<file path="src/rtl/hiscore_pkg.sv">
// Shared definitions for the hiscore upload reader.
//   hs_state_t       : session FSM states (IDLE, PAUSE, READY, FETCH)
//   HS_INDEX_DEFAULT : ioctl_index value that identifies a hiscore upload
//   OOR_FILL         : byte returned for addresses outside the hiscore area
package hiscore_pkg;

  typedef enum logic [1:0] {
    ST_IDLE  = 2'd0,
    ST_PAUSE = 2'd1,
    ST_READY = 2'd2,
    ST_FETCH = 2'd3
  } hs_state_t;

  localparam logic [7:0] HS_INDEX_DEFAULT = 8'h03;
  localparam logic [7:0] OOR_FILL         = 8'hFF;

endpackage

</file>
<file path="src/rtl/hiscore_upload_reader_edge.sv">
// upload_edge_detect: registers ioctl_upload and produces single-cycle
// session start/stop pulses.
//   clk_sys, reset : system clock, async active-high reset
//   ioctl_upload   : upload session level from data_io
//   ioctl_index    : session index, qualifies the start pulse
//   start          : rising edge of ioctl_upload with a matching index
//   stop           : falling edge of ioctl_upload (any index)
// Both pulses are combinational from the live input and the registered copy,
// so the FSM reacts on the same clock edge that first samples the change.
module upload_edge_detect
  import hiscore_pkg::*;
#(
  parameter logic [7:0] HS_INDEX = HS_INDEX_DEFAULT
) (
  input  logic       clk_sys,
  input  logic       reset,
  input  logic       ioctl_upload,
  input  logic [7:0] ioctl_index,
  output logic       start,
  output logic       stop
);

  logic upload_q;

  always_ff @(posedge clk_sys or posedge reset) begin
    if (reset) upload_q <= 1'b0;
    else       upload_q <= ioctl_upload;
  end

  assign start = ioctl_upload & ~upload_q & (ioctl_index == HS_INDEX);
  assign stop  = ~ioctl_upload & upload_q;

endmodule

</file>
<file path="src/rtl/hiscore_upload_reader.sv">
// hiscore_upload_reader: serves host upload reads from core hiscore RAM.
// Pauses the core for the whole session, then answers each ioctl_rd strobe
// with one byte on ioctl_din plus a one-cycle ioctl_din_valid pulse.
//   clk_sys, reset   : system clock, async active-high reset
//   ioctl_upload     : upload session active (level)
//   ioctl_index      : session index; only HS_INDEX opens a session
//   ioctl_addr       : byte address of the current request
//   ioctl_rd         : single-cycle read strobe
//   ioctl_din        : returned byte (held between requests)
//   ioctl_din_valid  : one-cycle pulse, ioctl_din valid from this cycle
//   pause_req        : holds the core CPUs paused
//   hs_address       : hiscore RAM address, stable while hs_access_read is high
//   hs_access_read   : core hs port granted for reading
//   hs_data_out      : core RAM read data
//   session_active   : high from session start until return to IDLE
//
// Handshake: ioctl_rd is a one-cycle strobe with no backpressure. A strobe
// that arrives while a fetch or the pause settle is in progress is held in a
// one-deep pending slot; a newer strobe overwrites it, so only the latest
// request is answered. Every accepted request yields exactly one
// ioctl_din_valid pulse unless the session ends first.
module hiscore_upload_reader
  import hiscore_pkg::*;
#(
  parameter int         ADDR_W       = 16,
  parameter logic [7:0] HS_INDEX     = HS_INDEX_DEFAULT,
  parameter int         HS_SIZE      = 256,
  parameter int         RD_LAT       = 2,
  parameter int         PAUSE_SETTLE = 4
) (
  input  logic              clk_sys,
  input  logic              reset,
  input  logic              ioctl_upload,
  input  logic [7:0]        ioctl_index,
  input  logic [24:0]       ioctl_addr,
  input  logic              ioctl_rd,
  output logic [7:0]        ioctl_din,
  output logic              ioctl_din_valid,
  output logic              pause_req,
  output logic [ADDR_W-1:0] hs_address,
  output logic              hs_access_read,
  input  logic [7:0]        hs_data_out,
  output logic              session_active
);

  localparam logic [3:0]  SETTLE_LOAD = 4'(PAUSE_SETTLE - 1);
  localparam logic [2:0]  LAT_LOAD    = 3'(RD_LAT);
  localparam logic [24:0] SIZE_25     = 25'(HS_SIZE);

  hs_state_t         state, state_n;
  logic [3:0]        settle_cnt, settle_cnt_n;
  logic [2:0]        lat_cnt, lat_cnt_n;
  logic              pend, pend_n;
  logic [24:0]       pend_addr, pend_addr_n;
  logic [ADDR_W-1:0] addr_q, addr_n;
  logic [7:0]        din_q, din_n;
  logic              valid_q, valid_n;

  logic              start, stop;
  logic              req;
  logic [24:0]       req_addr;
  logic              req_in_range;

  upload_edge_detect #(
    .HS_INDEX (HS_INDEX)
  ) u_edge (
    .clk_sys      (clk_sys),
    .reset        (reset),
    .ioctl_upload (ioctl_upload),
    .ioctl_index  (ioctl_index),
    .start        (start),
    .stop         (stop)
  );

  // The request to serve next: a live strobe wins over the pending slot,
  // which is what makes "latest request wins" hold on every path.
  assign req          = ioctl_rd | pend;
  assign req_addr     = ioctl_rd ? ioctl_addr : pend_addr;
  assign req_in_range = (req_addr < SIZE_25);

  always_ff @(posedge clk_sys or posedge reset) begin
    if (reset) begin
      state      <= ST_IDLE;
      settle_cnt <= '0;
      lat_cnt    <= '0;
      pend       <= 1'b0;
      pend_addr  <= '0;
      addr_q     <= '0;
      din_q      <= '0;
      valid_q    <= 1'b0;
    end else begin
      state      <= state_n;
      settle_cnt <= settle_cnt_n;
      lat_cnt    <= lat_cnt_n;
      pend       <= pend_n;
      pend_addr  <= pend_addr_n;
      addr_q     <= addr_n;
      din_q      <= din_n;
      valid_q    <= valid_n;
    end
  end

  always_comb begin
    state_n      = state;
    settle_cnt_n = settle_cnt;
    lat_cnt_n    = lat_cnt;
    pend_n       = pend;
    pend_addr_n  = pend_addr;
    addr_n       = addr_q;
    din_n        = din_q;
    valid_n      = 1'b0;

    case (state)
      ST_IDLE: begin
        pend_n = 1'b0;
        if (start) begin
          state_n      = ST_PAUSE;
          settle_cnt_n = SETTLE_LOAD;
        end
      end

      ST_PAUSE: begin
        if (ioctl_rd) begin
          pend_n      = 1'b1;
          pend_addr_n = ioctl_addr;
        end
        if (settle_cnt == 4'd0) begin
          state_n = ST_READY;
          if (req && req_in_range) begin
            state_n   = ST_FETCH;
            addr_n    = req_addr[ADDR_W-1:0];
            lat_cnt_n = LAT_LOAD;
            pend_n    = 1'b0;
          end else if (req) begin
            din_n   = OOR_FILL;
            valid_n = 1'b1;
            pend_n  = 1'b0;
          end
        end else begin
          settle_cnt_n = settle_cnt - 4'd1;
        end
      end

      ST_READY: begin
        if (req && req_in_range) begin
          state_n   = ST_FETCH;
          addr_n    = req_addr[ADDR_W-1:0];
          lat_cnt_n = LAT_LOAD;
          pend_n    = 1'b0;
        end else if (req) begin
          // Out of range: answer directly, the RAM is never touched.
          din_n   = OOR_FILL;
          valid_n = 1'b1;
          pend_n  = 1'b0;
        end
      end

      ST_FETCH: begin
        // Capture on the edge where the latency counter reaches zero.
        if (lat_cnt == 3'd1) begin
          din_n   = hs_data_out;
          valid_n = 1'b1;
          if (req && req_in_range) begin
            addr_n    = req_addr[ADDR_W-1:0];
            lat_cnt_n = LAT_LOAD;
            pend_n    = 1'b0;
          end else begin
            // An out-of-range request waiting here is answered from READY
            // on the next cycle so it gets its own valid pulse.
            state_n     = ST_READY;
            pend_n      = req;
            pend_addr_n = req_addr;
          end
        end else begin
          lat_cnt_n = lat_cnt - 3'd1;
          if (ioctl_rd) begin
            pend_n      = 1'b1;
            pend_addr_n = ioctl_addr;
          end
        end
      end

      default: state_n = ST_IDLE;
    endcase

    // Session end overrides everything: in-flight work is dropped silently
    // and a strobe on the same cycle is ignored.
    if (stop && (state != ST_IDLE)) begin
      state_n = ST_IDLE;
      pend_n  = 1'b0;
      valid_n = 1'b0;
      din_n   = din_q;
      addr_n  = addr_q;
    end
  end

  assign pause_req       = (state != ST_IDLE);
  assign session_active  = (state != ST_IDLE);
  assign hs_access_read  = (state == ST_FETCH);
  assign hs_address      = addr_q;
  assign ioctl_din       = din_q;
  assign ioctl_din_valid = valid_q;

endmodule

</file>
<file path="config.mk">
export PLATFORM = sky130hd
export DESIGN_NAME = hiscore_upload_reader
export DESIGN_NICKNAME = d
export VERILOG_FILES = /design/src/rtl/hiscore_pkg.sv /design/src/rtl/hiscore_upload_reader_edge.sv /design/src/rtl/hiscore_upload_reader.sv
export SDC_FILE = /design/constraint.sdc
export NUM_CORES = 1
export LEC_CHECK = 0
export BUFFER_PORTS_ARGS = -buffer_cell sky130_fd_sc_hd__buf_2
export CORE_AREA = 3 3 88 90
export CTS_CLUSTER_DIAMETER = 60
export DETAILED_ROUTE_END_ITERATION = 10
export DIE_AREA = 0 0 91 93
export GPL_TIMING_DRIVEN = 0
export PLACE_DENSITY_LB_ADDON = 0.08
export SLEW_MARGIN = 20
export SYNTH_ARGS = -nofsm -noshare
export SYNTH_HDL_FRONTEND = slang
export SYNTH_SLANG_ARGS = --single-unit
export TNS_END_PERCENT = 30
</file>
<file path="constraint.sdc">
create_clock -name clk_sys -period 4.12 [get_ports clk_sys]
set_input_delay 0.412 -clock clk_sys [delete_from_list [all_inputs] [get_ports clk_sys]]
set_output_delay 0.412 -clock clk_sys [all_outputs]
set_load 0.05 [all_outputs]
</file>
==> metrics.md <==
| Metric | Value |
|---|---|
| Post-CTS Hold Buffers | `0` |
| Post-CTS Setup Inserts | `0` |
| Post-Syn Instances | `230` |
| Final hold slack | `75.2 ps` |
| Flops & latches, synth | `61` |
| Post-Route WL | `5670 um` |
| Fillers | `698` |
| Final setup violation count | `0` |
| Synth area leaders | `dfrtp_1 (55%), mux2_4 (11%), mux2_2 (8.5%), nor2_1 (4.7%), a21oi_1 (2.3%)` |
| Core Area | `7140 um^2` |
| DRT iter0 DRCs | `45` |
| Vias after detailed routing | `1972` |
| CTS Buf Count | `9` |
| Most frequent cells in the layout | `buf_2 (73), dfrtp_1 (61), nor2_1 (35), mux2_2 (21), mux2_4 (20)` |
| CTS clk-pin slew, worst paths | `70 ps` |
| Routed length per instance | `between 10 and 15 um` |
| Tightest Pin Transition | `905 ps` |
| Status | `completed` |
| First-pass GRT wire length | `9550 um` |
| PD cells | `between 300 and 400 nW/um^2` |
| Clk root buf | `clkbuf_8` |
| Overall routing resource usage | `between 10% and 20%` |
| Slew Viols, Final | `0` |
| Fin worst setup slack | `1540 ps` |
| Vias in the first global route | `2031` |
| Unrepaired setup endpoints after global routing | `no` |
| Antenna violations before repair | `0` |
| Yosys top cell area share | `54.8%` |
| CP max FO | `10` |
| Worst min-delay path category | `input pin to asynchronous set/reset pin` |
| FP Rows | `31` |
| Yosys top cell by area | `dfrtp_1` |
| Syn_area_per_cell | `12.1 um^2` |
| Distinct cells, synth | `35` |
| TritonCTS clock tree | `built` |
| Startpoint Class | `flip-flop` |
| Max-cap violations | `0` |
| Resized Gates After CTS | `0` |
| Initial Utilization | `between 30% and 40%` |
| Ys Warns | `0` |
| DP Area | `3290 um^2` |
| Final instance count without filler cells | `418` |
| Fin. Hold Viols | `0` |
| # H-tree levels | `3` |
| Die X | `91 um` |
| Die footprint | `8460 um^2` |
| Final Power | `1.17 mW` |
| Syn Nets | `about 280` |
| Cells after DPL | `about 400` |
| Fin crit share | `62.6%` |
| GPL Wtd Cong | `0.747` |
| Synth Cell Area | `2790 um^2` |
| Placement Setup Slack | `1230 ps` |
| Slew margin rel. | `39.2%` |
| Critical path class | `flip-flop to flip-flop` |
| Remaining DRCs | `0` |
| Most common cell after layout, fill and taps aside | `buf_2` |
| Layout area overhead | `24.3%` |
| Setup tns final | `0 ps` |
| Largest net degree at the start of global routing | `32` |
| PortBufs | `72` |
| CP Data Arrival Time | `2790 ps` |
| Clock tree buffer depth | `2` |
| Crit end category | `flip-flop` |
| Pleak | `1.80 nW` |
| CP required | `4330 ps` |
| Remaining antenna violation count | `0` |
| Utilization after layout | `48.6%` |
| Final instance area | `3470 um^2` |
| Clk sinks | `roughly 60` |
| VDD IR max | `148 uV` |
| Diode count | `0` |
| Drt pass-1 iters | `4` |
| Clock Skew | `5.59 ps` |
| Area taken by flip-flops and latches | `1530 um^2` |
| Final Net Count | `around 360` |
| Multi-input logic area | `about 1200 um^2` |
| Share of cells above drive strength 1 | `42.0%` |
| Max Fclk | `388 MHz` |
| Vias per cell | `4.72` |
| Tmin final | `2580 ps` |
| Seq/Total Area, Yosys | `between 50% and 60%` |
| Clk_lat worst skew | `330 ps` |
| IO Pins | `73` |
| Die H | `93 um` |
| Grt ovf | `0` |
| Hpwl dp | `4050 um` |
[power by group]
part	switching [mW]	total (mW)	internal (mW)	leakage, nW
registers	0.00817	0.620	0.612	0.780
clock network	0.213	0.464	0.251	0.0877
logic	0.0456	0.0901	0.0445	0.932
[worst max-delay path: stages (launching register included)]
cell and delay (ps):
dfrtp_1 380, nor4_1 260, o22ai_1 150, or4_1 470, buf_2 170, o311ai_4 450
buf_6 250, mux2_4 310
[path summary, 6_finish.rpt]
| kind | slack, ps | from | cells after the start | to |
|---|---|---|---|---|
| max | 1540 | pend_addr[23] | 7 | pend_addr[8] |
| min in group clk_sys | 230 | ioctl_upload | 1 | u_edge.upload_q |
| min reg2reg | 480 | hs_address[10] | 1 | hs_address[10] |
| max reg2reg | 1540 | pend_addr[23] | 7 | pend_addr[8] |
| max in group asynchronous | 3540 | reset | 3 | settle_cnt[1] |
| min | 80 | reset | 2 | hs_address[15] |
[per-layer routing]
layer / vias up / track usage [%] / routed length (um)
met5: - / 0 / 0
met4: 0 / 4.52 / 70
met3: 6 / 5.55 / 325
met2: 46 / 23.1 / 2670
met1: 945 / 18.0 / 2600
li1: 975 / - / -
[kinds of logic (layout without fill, tap and decap cells)]
kind of cell / after synthesis / count (layout) / synth area share [%]
multiplexers: 42 / 42 / 19.6
XOR/XNOR: 2 / 2 / 0.628
adder cells (fa/ha/maj): 3 / 3 / 1.35
buffers and inverters: 17 / 106 / 3.28
AND/OR/NAND/NOR: 79 / 79 / 14.0
flip-flops: 61 / 61 / 54.8
AO/OA/AOI/OAI: 26 / 26 / 6.37
[state kept, by name (all words and copies together), names as in the netlist]
name             flops
hs_address          16
ioctl_din            8
ioctl_din_valid      1
lat_cnt              3
pend                 1
pend_addr           25
settle_cnt           4
state                2
u_edge.upload_q      1
[final cells by class]
cell class | count | area share [%]
well taps | 99 | 3.57
repair buffers | 73 | 11.0
clock buffers | 15 | 4.80
plain buffers | 8 | 1.66
multi-input cells | 152 | 33.8
flip-flops and latches | 61 | 44.0
clock inverters | 1 | 0.144
inverters | 9 | 1.05
[Yosys cell counts, drive strengths merged]
library cell and count:
inv 9, a31oi 2, mux2 41, o41ai 1
or3b 1, xor2 1, nor4 8, mux2i 1
nand4b 1, nand2b 2, nor3b 2, o22ai 1
clkbuf 3, nor4b 1, a221o 1, ha 3
nand3 3, xnor2 1, nand2 8, dfrtp 61
nor2b 2, a22oi 3, a211o 1, nor3 5
o311ai 1, buf 5, nor2 35, o31ai 1
or4 3, and2 8, a21oi 13, o21ai 2
(Power assumes the default switching activity.)
